`src/rtl/scan_seq_pkg.sv`:
```
// Shared types and constants for the channel scan sequencer.
package scan_seq_pkg;

   localparam int NUM_CH = 8;
   localparam int SEL_W  = 3;

   typedef enum logic [1:0] {
      IDLE  = 2'd0,
      DWELL = 2'd1,
      GAP   = 2'd2
   } state_t;

   // Index of the lowest set bit; callers guarantee the mask is non-zero.
   function automatic logic [SEL_W-1:0] lowest_set(input logic [NUM_CH-1:0] mask);
      logic [SEL_W-1:0] idx;
      idx = {SEL_W{1'b0}};
      for (int i = NUM_CH - 1; i >= 0; i--) begin
         if (mask[i]) begin
            idx = SEL_W'(i);
         end else begin
            idx = idx;
         end
      end
      return idx;
   endfunction

endpackage

```
`src/rtl/scan_next_chan.sv`:
```
// Wrap-around search for the next enabled channel above the current index.
module scan_next_chan
   import scan_seq_pkg::*;
(
   input  logic [NUM_CH-1:0] mask,
   input  logic [SEL_W-1:0]  cur_idx,
   output logic [SEL_W-1:0]  next_idx,
   output logic              wrapped
);

   logic             found_s;
   logic [SEL_W-1:0] cand_s;

   // Offset NUM_CH lands back on cur_idx, so a single-bit mask re-selects itself.
   always_comb begin
      next_idx = cur_idx;
      found_s  = 1'b0;
      cand_s   = cur_idx;
      for (int i = 1; i <= NUM_CH; i++) begin
         cand_s = cur_idx + SEL_W'(i);
         if (!found_s && mask[cand_s]) begin
            found_s  = 1'b1;
            next_idx = cand_s;
         end else begin
            found_s  = found_s;
         end
      end
      wrapped = found_s && (next_idx <= cur_idx);
   end

endmodule

```
`src/rtl/scan_sequencer.sv`:
```
// Channel scan sequencer driving a 3-to-8 decoder with per-channel dwell.
// Define SCAN_SEQ_GAP_EN for a break-before-make GAP cycle between dwells.
module scan_sequencer
   import scan_seq_pkg::*;
#(
   parameter int DWELL_W = 8
) (
   input  logic               clk,
   input  logic               rst_n,
   input  logic               start,
   input  logic               stop,
   input  logic               single_shot,
   input  logic [NUM_CH-1:0]  chan_mask,
   input  logic [DWELL_W-1:0] dwell,
   output logic [SEL_W-1:0]   sel,
   output logic               sel_en,
   output logic               busy,
   output logic               done
);

   localparam logic [DWELL_W-1:0] ONE_D = DWELL_W'(1);

   state_t             state_r, state_n;
   logic [DWELL_W-1:0] cnt_r, cnt_n;
   logic [DWELL_W-1:0] dwell_r, dwell_n;
   logic [NUM_CH-1:0]  mask_r, mask_n;
   logic               single_r, single_n;
   logic [SEL_W-1:0]   sel_n;
   logic               done_n;
   logic [SEL_W-1:0]   next_s;
   logic               wrapped_s;
   logic [DWELL_W-1:0] dwell_eff_s;

   scan_next_chan u_next (
      .mask     (mask_r),
      .cur_idx  (sel),
      .next_idx (next_s),
      .wrapped  (wrapped_s)
   );

   assign dwell_eff_s = (dwell == {DWELL_W{1'b0}}) ? ONE_D : dwell;

   // Next-state, next-output and configuration-latch logic.
   always_comb begin
      state_n  = state_r;
      cnt_n    = cnt_r;
      dwell_n  = dwell_r;
      mask_n   = mask_r;
      single_n = single_r;
      sel_n    = sel;
      done_n   = 1'b0;
      case (state_r)
         IDLE: begin
            if (start && !stop && (chan_mask != {NUM_CH{1'b0}})) begin
               state_n  = DWELL;
               mask_n   = chan_mask;
               dwell_n  = dwell_eff_s;
               single_n = single_shot;
               sel_n    = lowest_set(chan_mask);
               cnt_n    = dwell_eff_s - ONE_D;
            end else begin
               state_n  = IDLE;
               sel_n    = {SEL_W{1'b0}};
            end
         end
         DWELL: begin
            if (stop) begin
               state_n = IDLE;
               sel_n   = {SEL_W{1'b0}};
            end else if (cnt_r != {DWELL_W{1'b0}}) begin
               cnt_n   = cnt_r - ONE_D;
            end else if (single_r && wrapped_s) begin
               // Dwell on the highest enabled channel just ended.
               state_n = IDLE;
               sel_n   = {SEL_W{1'b0}};
               done_n  = 1'b1;
            end else begin
`ifdef SCAN_SEQ_GAP_EN
               state_n = GAP;
`else
               sel_n   = next_s;
               cnt_n   = dwell_r - ONE_D;
`endif
            end
         end
`ifdef SCAN_SEQ_GAP_EN
         GAP: begin
            if (stop) begin
               state_n = IDLE;
               sel_n   = {SEL_W{1'b0}};
            end else begin
               state_n = DWELL;
               sel_n   = next_s;
               cnt_n   = dwell_r - ONE_D;
            end
         end
`endif
         default: begin
            state_n = IDLE;
            sel_n   = {SEL_W{1'b0}};
         end
      endcase
   end

   // State, configuration and registered outputs.
   always_ff @(posedge clk or negedge rst_n) begin
      if (!rst_n) begin
         state_r  <= IDLE;
         cnt_r    <= {DWELL_W{1'b0}};
         dwell_r  <= {DWELL_W{1'b0}};
         mask_r   <= {NUM_CH{1'b0}};
         single_r <= 1'b0;
         sel      <= {SEL_W{1'b0}};
         sel_en   <= 1'b0;
         busy     <= 1'b0;
         done     <= 1'b0;
      end else begin
         state_r  <= state_n;
         cnt_r    <= cnt_n;
         dwell_r  <= dwell_n;
         mask_r   <= mask_n;
         single_r <= single_n;
         sel      <= sel_n;
         sel_en   <= (state_n == DWELL);
         busy     <= (state_n != IDLE);
         done     <= done_n;
      end
   end

endmodule

```
`config.mk`:
```
export PLATFORM = sky130hd
export DESIGN_NAME = scan_sequencer
export DESIGN_NICKNAME = d
export VERILOG_FILES = /design/src/rtl/scan_seq_pkg.sv /design/src/rtl/scan_next_chan.sv /design/src/rtl/scan_sequencer.sv
export SDC_FILE = /design/constraint.sdc
export NUM_CORES = 1
export LEC_CHECK = 0
export ABC_CLOCK_PERIOD_IN_PS = 5100
export CORE_MARGIN = 4
export CORE_UTILIZATION = 43
export DETAILED_ROUTE_END_ITERATION = 8
export PLACE_DENSITY = 0.68
export SYNTH_ARGS = -nofsm -noshare
export SYNTH_HDL_FRONTEND = slang
export SYNTH_HIERARCHICAL = 1
export SYNTH_SLANG_ARGS = --single-unit
```
`constraint.sdc`:
```
create_clock -name clk -period 5.1 [get_ports clk]
set_input_delay 1.02 -clock clk [delete_from_list [all_inputs] [get_ports clk]]
set_output_delay 1.02 -clock clk [all_outputs]
set_load 0.02 [all_outputs]
```
**Yosys cells after proc, flatten, opt, wreduce, memory -nomap -nowiden**

Index checks and enable logic that the tools add are counted.

- Word-level logic and storage cells: 121
- Input port bits: 21
- Register bits: 33
- Output and inout bits: 6

- Add/sub/neg operators: 10
- Order comparisons: 9
- Multiplexer cells: 60
- Reduce and logical (&&, ||, !) cells: 27
- Equal/unequal tests: 6

Operators by type and width:

| operator | count |
|---|---|
| 3-bit 2-to-1 mux | 20 |
| 8-bit 2-to-1 mux | 5 |
| 3-bit by 4-bit < comparator with 1-bit output, second input constant | 8 |
| 1-bit binary-select mux with 3-bit select | 8 |
| 8-bit by 1-bit subtractor with 8-bit output, second input constant | 3 |
| 1-bit 2-to-1 mux | 21 |
| 8-bit case mux with 2 select lines | 1 |
| 8-bit nonzero test | 2 |
| 3-bit adder, second input constant | 4 |
| 1-bit logical AND | 11 |
| 1-bit zero test | 8 |
| 8-bit zero test | 1 |
| 3-bit by 2-bit adder with 3-bit output, second input constant | 2 |
| 2-bit 2-to-1 mux | 3 |
| 3-bit != test, second input constant | 2 |
| 3-bit case mux with 2 select lines | 1 |
| 2-bit by 1-bit == test with 1-bit output, second input constant | 2 |
| 2-bit != test, second input constant | 2 |
| 2-bit case mux with 2 select lines | 1 |
| 4-bit AND reduction | 1 |
| 2-bit nonzero test | 2 |
| 3-bit by 1-bit adder with 3-bit output, second input constant | 1 |
| 3-bit <= comparator | 1 |
| 2-bit zero test | 1 |
| 2-bit AND reduction | 1 |

**Depth between registers and ports, before layout**

Gate-level depths: netlist of the first run.

- Depth after elaboration: 33
- Gate-level depth with buffers: 26
- Mapped depth without buffers: 20

**Modules after synthesis**

The synthesis of the first run kept the hierarchy.

By module, submodules not included:

| module | seq. area each (um^2) | times used | cells each | area an instance (um^2) |
|---|---|---|---|---|
| scan_sequencer | 825.8 | 1 | 167 | 1775.5 |
| scan_next_chan | 0.0 | 1 | 136 | 1204.9 |

**Worst setup path before layout of the first run**

Ideal clock, no wire load.

- Path type: flip-flop to flip-flop
- Start: reg sel[0]
- End: reg cnt_r[2]
- Setup time: 0.123 ns
- Setup slack: 0.354 ns
- Stages on the path, launching flop included: 24
- Path buffers: 6
- Arrival: 4.623 ns
- Cells stage by stage: dfrtp_1 -> buf_6 -> buf_2 -> buf_2 -> inv_1 -> ha_1 -> buf_2 -> mux2_2 -> mux2i_1 -> a311o_2 -> nand4b_4 -> or3_1 -> a22oi_1 -> a2bb2oi_2 -> ha_1 -> a21oi_1 -> a31oi_1 -> a21oi_1 -> a311oi_4 -> or2_1 -> buf_6 -> buf_8 -> nor2_1 -> a21oi_1

- Cells in the longest elaborated chain, start to end: 30
- Elaborated cells on any way between the ends: 58
- Those cells by class: 7 x add/sub; 1 x order compare; 1 x eq/ne; 32 x mux; 17 x reduce/logical

RTL lines:

| what | line | text |
|---|---|---|
| start, declared | scan_sequencer.sv:15 | `output logic [SEL_W-1:0] sel,` |
| start signal, assigned | scan_sequencer.sv:113 | `sel <= {SEL_W{1'b0}};` |
| start signal, assigned | scan_sequencer.sv:123 | `sel <= sel_n;` |
| 3-bit by 1-bit adder with 3-bit output | scan_next_chan.sv:20 | `cand_s = cur_idx + SEL_W'(i);` |
| 1-bit binary-select mux with 3-bit select | scan_next_chan.sv:21 | `if (!found_s && mask[cand_s]) begin` |
| 1-bit 2-to-1 mux (implied by the code) | scan_next_chan.sv:21 |  |
| 1-bit 2-to-1 mux | scan_next_chan.sv:21 |  |
| 1-bit zero test | scan_next_chan.sv:21 |  |
| 1-bit logical AND | scan_next_chan.sv:21 |  |
| 1-bit 2-to-1 mux | scan_next_chan.sv:21 |  |
| 1-bit zero test | scan_next_chan.sv:21 |  |
| [16 not listed] | -- |  |
| 3-bit 2-to-1 mux (*) | scan_next_chan.sv:21 |  |
| named net next_s[2] | scan_sequencer.sv:30 | `logic [SEL_W-1:0] next_s;` |
| 3-bit <= comparator (*) | scan_next_chan.sv:28 | `wrapped = found_s && (next_idx <= cur_idx);` |
| 1-bit logical AND (*) | scan_next_chan.sv:28 |  |
| named net wrapped_s | scan_sequencer.sv:31 | `logic wrapped_s;` |
| 1-bit logical AND (*) | scan_sequencer.sv:72 | `end else if (single_r && wrapped_s) begin` |
| 3-bit != test (no source line) (*) | -- |  |
| 4-bit AND reduction (no source line) (*) | -- |  |
| end signal, assigned | scan_sequencer.sv:109 | `cnt_r <= {DWELL_W{1'b0}};` |
| end signal, assigned | scan_sequencer.sv:119 | `cnt_r <= cnt_n;` |
| end, declared | scan_sequencer.sv:24 | `logic [DWELL_W-1:0] cnt_r, cnt_n;` |

Mark *: on every way through the listed nets, which the timed path passes. The rest lies on a longest branch. The select of a mux whose other input is x is not followed.
A chain may end at the register's enable or synchronous reset.

**Worst setup path after layout of the first run**

- Start: reg sel[1]
- End: reg cnt_r[3]

Same word-level chain as after synthesis.

==> run metrics, run 1 <==
die height 91.3 µm; TritonCTS clock tree built; layout cells sized above 1 19.9%; Resize count post-CTS 0; crit start category flop; total routed wirelength 7140 µm; Power Internal 0.000624 W; NetSw 0.000417 W; DR DRC count 0; synth warn 6; vias in the first global route 2480; Post-CTS Hold Buffers 0; status completed; total power 0.00104 W; routed length per instance 17.6 µm; Hold Vio Cnt, Final 0; pre-CTS WS 0.574 ns; # rows 30; Comb power frac 44.2%; Largest delay share family, worst path compound AO/OA/AOI/OAI gates; sequential fraction of the synthesis area 27.7%; Lkg Pwr 1.24 nW; Post-synth top cells dfrtp_1 (33), nor2_1 (25), mux2_2 (24), nand2_1 (21), a21oi_1 (20); clk buf depth 2; total placed cells including tap cells 398; io pins 27; period utilization 89.3%; Distinct cells, synth 62; Power Density 311 nW/µm²; initial antenna violation count 0; Reg power frac 37.4%; pin count of the biggest net entering global routing 34; Post-Synth Adder-Cell Area 2.52%; final setup TNS 0 ns; WP data arrival 4.70 ns; Peak Freq 220 MHz; maximum fanout along the worst path 17; Post-DP HPWL 5380 µm; via count 2506; GRT overflow 0; sw frac 40.1%; hold slack 0.536 ns; min Tclk post-route 4.55 ns; syn nets 330; clock sinks 33; DR iter-0 viols 120; worst-skew pair later-pin latency 0.29 ns; Post-Synth XOR/XNOR Area 3.78%; synthesized area per cell 9.84 µm²; Yosys top cell by area dfrtp_1; main flop type after synthesis dfrtp_1; Synth Area in Compound Gates 20.6%; worst slew pin tran 0.827 ns; DR pass1 iterations 4; Post-Synth Simple-Gate Area 15.0%; total CTS buffers 5; post-synthesis mux area share 24.3%; Nets 352; count leader, synth dfrtp_1; Slew Limit Fails 0; Post-CTS Setup Inserts 0; area grow syn2layout 12.2%; worst path bufs/invs 1; Post-Syn Instances 303; relative slew slack 44.9%; max cap viols 0; skew final 0.00540 ns; Finished Layout Cells 406; CP endpoint kind flop; Worst VDD drop 0.000170 V; Post-synth ARST share 100%; Die Wd 91.3 µm; RSZ-0062 raised after global routing false; slack of the critical path 0.546 ns; Post-synth EDFFs 0; clock slew at reported path FFs 0.07 ns; Clock Power Share 18.4%; Worst path slowest cell ha_1; GRT Overall Usage 17.7%; initial core utilization 44.1%; post-route ant nets 0; setup violators final 0; first-pass GRT wire length 12000 µm; WS Path Type flop to flop; H-tree levels 2; port bufs 26; WP data required 5.24 ns; die area 8330 µm²; Min-Delay Path Class flop to flop; Post-Syn Area 2980 µm²; top cells by area, synth dfrtp_1 (28%), mux2_2 (9.1%), mux2i_1 (6.4%); ant diodes 0; Core Box Area 6760 µm²; biggest cell delay along the critical path 0.56 ns; vias per inst 6.17; Synth top area share 27.7%; worst-path cell chain inv_1 -> ha_1 -> mux2_2 -> mux2i_1 -> o21ai_0 -> a311oi_1 -> o21ba_2 -> o21ai_0 -> o31ai_1 -> ha_1 -> a21o_1 -> a21oi_1 -> a31oi_1 -> a21oi_1 -> a311oi_4 -> or2_1 -> nor2_1 -> a31oi_2; largest family of logic cells by synthesized area multiplexers; clock root cell clkbuf_8; GP Congestion 0.907; #FFs+latches synth 33
## layer usage
layer / wire [µm] / global-route usage (%) / vias up
met5: 0 / 0 / -
met4: 196 / 7.66 / 0
met3: 418 / 3.23 / 19
met2: 3360 / 27.7 / 76
met1: 3160 / 23.8 / 1224
li1: - / - / 1187
## cells in the final DEF (no fill, tap or decap), types with 4 or more instances in the layout
| cell type | n |
|---|---|
| o31ai_1 | 4 |
| a31oi_1 | 5 |
| clkdlybuf4s50_1 | 26 |
| inv_1 | 14 |
| dfrtp_1 | 33 |
| o21ai_0 | 19 |
| xnor2_1 | 8 |
| nor3_1 | 8 |
| clkbuf_8 | 5 |
| mux2_2 | 24 |
| a21oi_1 | 20 |
| nor2_1 | 25 |
| buf_4 | 6 |
| mux4_1 | 4 |
| nand3_1 | 7 |
| mux4_2 | 7 |
| ha_1 | 6 |
| nand2_1 | 21 |
| mux2i_1 | 19 |
## path summary, 6_finish.rpt
check | start | endpoint | slack, ns | depth (start not counted)
max in group asynchronous | rst_n | mask_r[2]$_DFFE_PN0N_ | 3.67 | 2
min reg2reg | dwell_r[7]$_DFFE_PN0N_ | dwell_r[7]$_DFFE_PN0N_ | 0.54 | 1
min in group asynchronous | rst_n | busy$_DFF_PN0_ | 1.12 | 2
min | dwell_r[7]$_DFFE_PN0N_ | dwell_r[7]$_DFFE_PN0N_ | 0.54 | 1
max | sel[1]$_DFFE_PN0P_ | cnt_r[3]$_DFFE_PN0P_ | 0.55 | 18
max reg2reg | sel[1]$_DFFE_PN0P_ | cnt_r[3]$_DFFE_PN0P_ | 0.55 | 18
## metrics by stage
step                      utilization [%]  cell area (µm²)
final                                49.5             3340
after global routing                 49.5             3340
after CTS                            49.5             3340
after detailed placement             48.2             3260
after global placement               48.2             3260
after floorplan                         -             2980
## power groups by stage
stage | clock network (W) | registers, W | logic (W)
after floorplan | 0 | 0.000367 | 0.000356
after global routing | 0.000207 | 0.000399 | 0.000512
after detailed placement | 0 | 0.000393 | 0.000453
after CTS | 0.000197 | 0.000388 | 0.000456
final | 0.000192 | 0.000390 | 0.000460
after global placement | 0 | 0.000391 | 0.000445
## layout make-up
class,instances,area (µm²)
inverters,14,52.6
clock inverters,1,7.51
fillers,619,3410
multi-input cells,239,1980
well taps,80,100
repair buffers,32,305
flip-flops and latches,33,826
clock buffers,7,76.3
## sequential cells by signal (all words and copies together), names as in the netlist
signal    count
cnt_r         8
dwell_r       8
mask_r        8
sel           3
state_r       2
busy          1
done          1
sel_en        1
single_r      1
## logic make-up (layout without fill, tap and decap cells)
group | Yosys count | after routing
other cells | 1 | 1
fa+ha+maj | 6 | 6
simple gates | 83 | 83
xor+xnor | 12 | 12
flops | 33 | 33
mux | 54 | 54
buf+inv | 31 | 54
compound gates | 83 | 83
Note: power is estimated with default switching activity, not from simulation.
==> inputs of run 2 (changes only) <==
--- a/config.mk
+++ b/config.mk
@@ -5,7 +5,7 @@
 export SDC_FILE = /design/constraint.sdc
 export NUM_CORES = 1
 export LEC_CHECK = 0
-export ABC_CLOCK_PERIOD_IN_PS = 5100
+export ABC_CLOCK_PERIOD_IN_PS = 4340
 export CORE_MARGIN = 4
 export CORE_UTILIZATION = 43
 export DETAILED_ROUTE_END_ITERATION = 8
==> constraint.sdc (replaced) <==
create_clock -name clk -period 4.34 [get_ports clk]
set_input_delay 0.868 -clock clk [delete_from_list [all_inputs] [get_ports clk]]
set_output_delay 0.868 -clock clk [all_outputs]
set_load 0.02 [all_outputs]
==> run 2 against run 1 <==
Die area unchanged. Flip-flop and latch count stayed put. Power rose by 36%. Global-route usage up 0.21 points. Sequential share of layout area down 1.3 points. Wire length rose by 3.1%. Sequential power up 18%. Critical path depth is 1 higher. Critical path type unchanged.
==> run metrics, run 2 (synthesis gave the netlist of run 1 again) <==
status completed (unchanged); Peak Freq 248 MHz (was 220 MHz); io pins 27 (unchanged); crit start category flop (unchanged); clk buf depth 2 (unchanged); Core Box Area 6760 µm² (unchanged); worst slew pin tran 0.820 ns (was 0.827 ns); DR pass1 iterations 4 (unchanged); Power Density 401 nW/µm² (was 311 nW/µm²); routed length per instance 17.7 µm (was 17.6 µm); Power Internal 0.000899 W (was 0.000624 W); relative slew slack 45.4% (was 44.9%); slack of the critical path 0.302 ns (was 0.546 ns); # rows 30 (unchanged); max cap viols 0 (unchanged); TritonCTS clock tree built (unchanged); WS Path Type flop to flop (unchanged); GRT Overall Usage 17.9% (was 17.7%); post-route ant nets 0 (unchanged); CP endpoint kind flop (unchanged); total placed cells including tap cells 403 (was 398); biggest cell delay along the critical path 0.39 ns (was 0.56 ns); GP Congestion 0.861 (was 0.907); Largest delay share family, worst path compound AO/OA/AOI/OAI gates (unchanged); Post-DP HPWL 5300 µm (was 5380 µm); Worst VDD drop 0.000318 V (was 0.000170 V); Comb power frac 43.3% (was 44.2%); R2R setup slack 0.30 ns (was 0.55 ns); Clock Power Share 24.3% (was 18.4%); worst-skew pair later-pin latency 0.29 ns (about the same); total CTS buffers 5 (unchanged); GRT overflow 0 (unchanged); Die Wd 91.3 µm (unchanged); DR DRC count 0 (unchanged); commonest non-fill, non-tap cell in the layout dfrtp_1 (unchanged); crit path from sel[0]$_DFFE_PN0P_ (was sel[1]$_DFFE_PN0P_); Worst Reg-to-Reg Cells 19 (was 18); period utilization 93.0% (was 89.3%); commonest non-fill, non-tap cells in the layout dfrtp_1 (31), clkdlybuf4s50_1 (26), nor2_1 (25), mux2_2 (24), nand2_1 (21) (was dfrtp_1 (33), clkdlybuf4s50_1 (26), nor2_1 (25), mux2_2 (24), nand2_1 (21)); Finished Layout Cells 416 (was 406); Worst path slowest cell dfrtp_2 (was ha_1); H-tree levels 2 (unchanged); cell mode on critical path o21ai_0; worst hold start dwell_r[7]$_DFFE_PN0N_ (unchanged); layout cells sized above 1 26.8% (was 19.9%); clock slew at reported path FFs 0.07 ns (about the same); die area 8330 µm² (unchanged); worst-path cell chain inv_2 -> ha_4 -> mux2_2 -> mux2i_2 -> o21ai_0 -> a311oi_1 -> o21ba_2 -> o21ai_0 -> o31ai_2 -> ha_1 -> a21o_1 -> a21oi_1 -> a31oi_1 -> a21oi_2 -> nand2_1 -> nor3b_1 -> nand2_1 -> o21ai_0 -> mux2_2 (was inv_1 -> ha_1 -> mux2_2 -> mux2i_1 -> o21ai_0 -> a311oi_1 -> o21ba_2 -> o21ai_0 -> o31ai_1 -> ha_1 -> a21o_1 -> a21oi_1 -> a31oi_1 -> a21oi_1 -> a311oi_4 -> or2_1 -> nor2_1 -> a31oi_2); NetSw 0.000519 W (was 0.000417 W); Post-CTS Hold Buffers 0 (unchanged); skew final 0.0105 ns (was 0.00540 ns); Worst Hold Path Cells 1 (unchanged); worst path bufs/invs 1 (unchanged); Layout Utilization 52.3% (was 49.5%); vias per inst 6.07 (was 6.17); Hold Vio Cnt, Final 0 (unchanged); initial core utilization 44.1% (unchanged); Nets 362 (was 352); clock root cell clkbuf_8 (unchanged); port bufs 26 (unchanged); vias in the first global route 2519 (was 2480); WP data arrival 4.21 ns (was 4.70 ns); min Tclk post-route 4.04 ns (was 4.55 ns); Min-Delay Path Class flop to flop (unchanged); pre-CTS WS -0.00586 ns (was 0.574 ns); CP Depth 19 (was 18); maximum fanout along the worst path 7 (was 17); area grow syn2layout 18.6% (was 12.2%); Lkg Pwr 1.32 nW (was 1.24 nW); WP data required 4.51 ns (was 5.24 ns); biggest regs cnt_r (8), dwell_r (8), mask_r (8) (unchanged); r2r startpoint sel[0]$_DFFE_PN0P_ (was sel[1]$_DFFE_PN0P_); DR iter-0 viols 155 (was 120); setup violators final 0 (unchanged); via count 2525 (was 2506); ant diodes 0 (unchanged); pin count of the biggest net entering global routing 34 (unchanged); total power 0.00142 W (was 0.00104 W); sw frac 36.6% (was 40.1%); Slew Limit Fails 0 (unchanged); initial antenna violation count 0 (unchanged); total routed wirelength 7360 µm (was 7140 µm); final setup TNS 0 ns (unchanged); clock sinks 33 (unchanged); first-pass GRT wire length 12200 µm (was 12000 µm); die height 91.3 µm (unchanged); Reg power frac 32.4% (was 37.4%)
==> run 2: worst register-to-register path: cells and delay by family, from the launching register on <==
family                     cells  cell delay (ns)
DFF                            1             0.39
and+or+nand+nor                3             0.37
buffers and inverters          1             0.06
AOI/OAI and AO/OA             10             1.58
adders and majority gates      2             0.60
muxes                          3             0.92
==> run 2: power by group through the flow <==
stage	clock, W	combinational [W]	sequential, W
after floorplan	0	0.000430	0.000431
after global placement	0	0.000549	0.000457
after detailed placement	0	0.000559	0.000461
after CTS	0.000350	0.000564	0.000455
after global routing	0.000365	0.000672	0.000470
final	0.000345	0.000614	0.000459
==> run 2: layout make-up <==
| cell class | count | area (µm²) |
|---|---|---|
| fillers | 606 | 3220 |
| clock inverters | 3 | 65.1 |
| inverters | 14 | 52.6 |
| well taps | 80 | 100 |
| clock buffers | 5 | 68.8 |
| flip-flops and latches | 33 | 828 |
| repair buffers | 42 | 392 |
| multi-input cells | 239 | 2030 |
==> run 2: per-stage QoR <==
stage	hold slack [ns]	instance area [µm²]
after floorplan	0.481	3010
after global placement	0.490	3310
after detailed placement	0.500	3310
after CTS	0.518	3450
after global routing	0.546	3530
final	0.518	3530
==> run 2: timing repair <==
item	4_1_cts	5_1_grt
pin swaps	0	3
setup endpoints to repair	8	12
resized for setup	1	12
buffers inserted	0	5
hold endpoints to repair	0	0
==> run 2: path summary, 6_finish.rpt <==
| kind | endpoint |
|---|---|
| hold / removal | dwell_r[7]$_DFFE_PN0N_ |
| setup / recovery | sel[0]$_DFFE_PN0P_ |
| setup reg to reg | sel[0]$_DFFE_PN0P_ |
| max in group asynchronous | sel[1]$_DFFE_PN0P_ |
| hold reg to reg | dwell_r[7]$_DFFE_PN0N_ |
| min in group asynchronous | dwell_r[4]$_DFFE_PN0N_ |
==> run 2: per-layer routing <==
metal	global-route usage (%)	vias to the layer above	part of all wire [%]
met2	29.7	56	49
met1	23.7	1248	45
met3	2.90	14	3.7
li1	-	1207	-
met5	0	-	0
met4	5.90	0	1.7
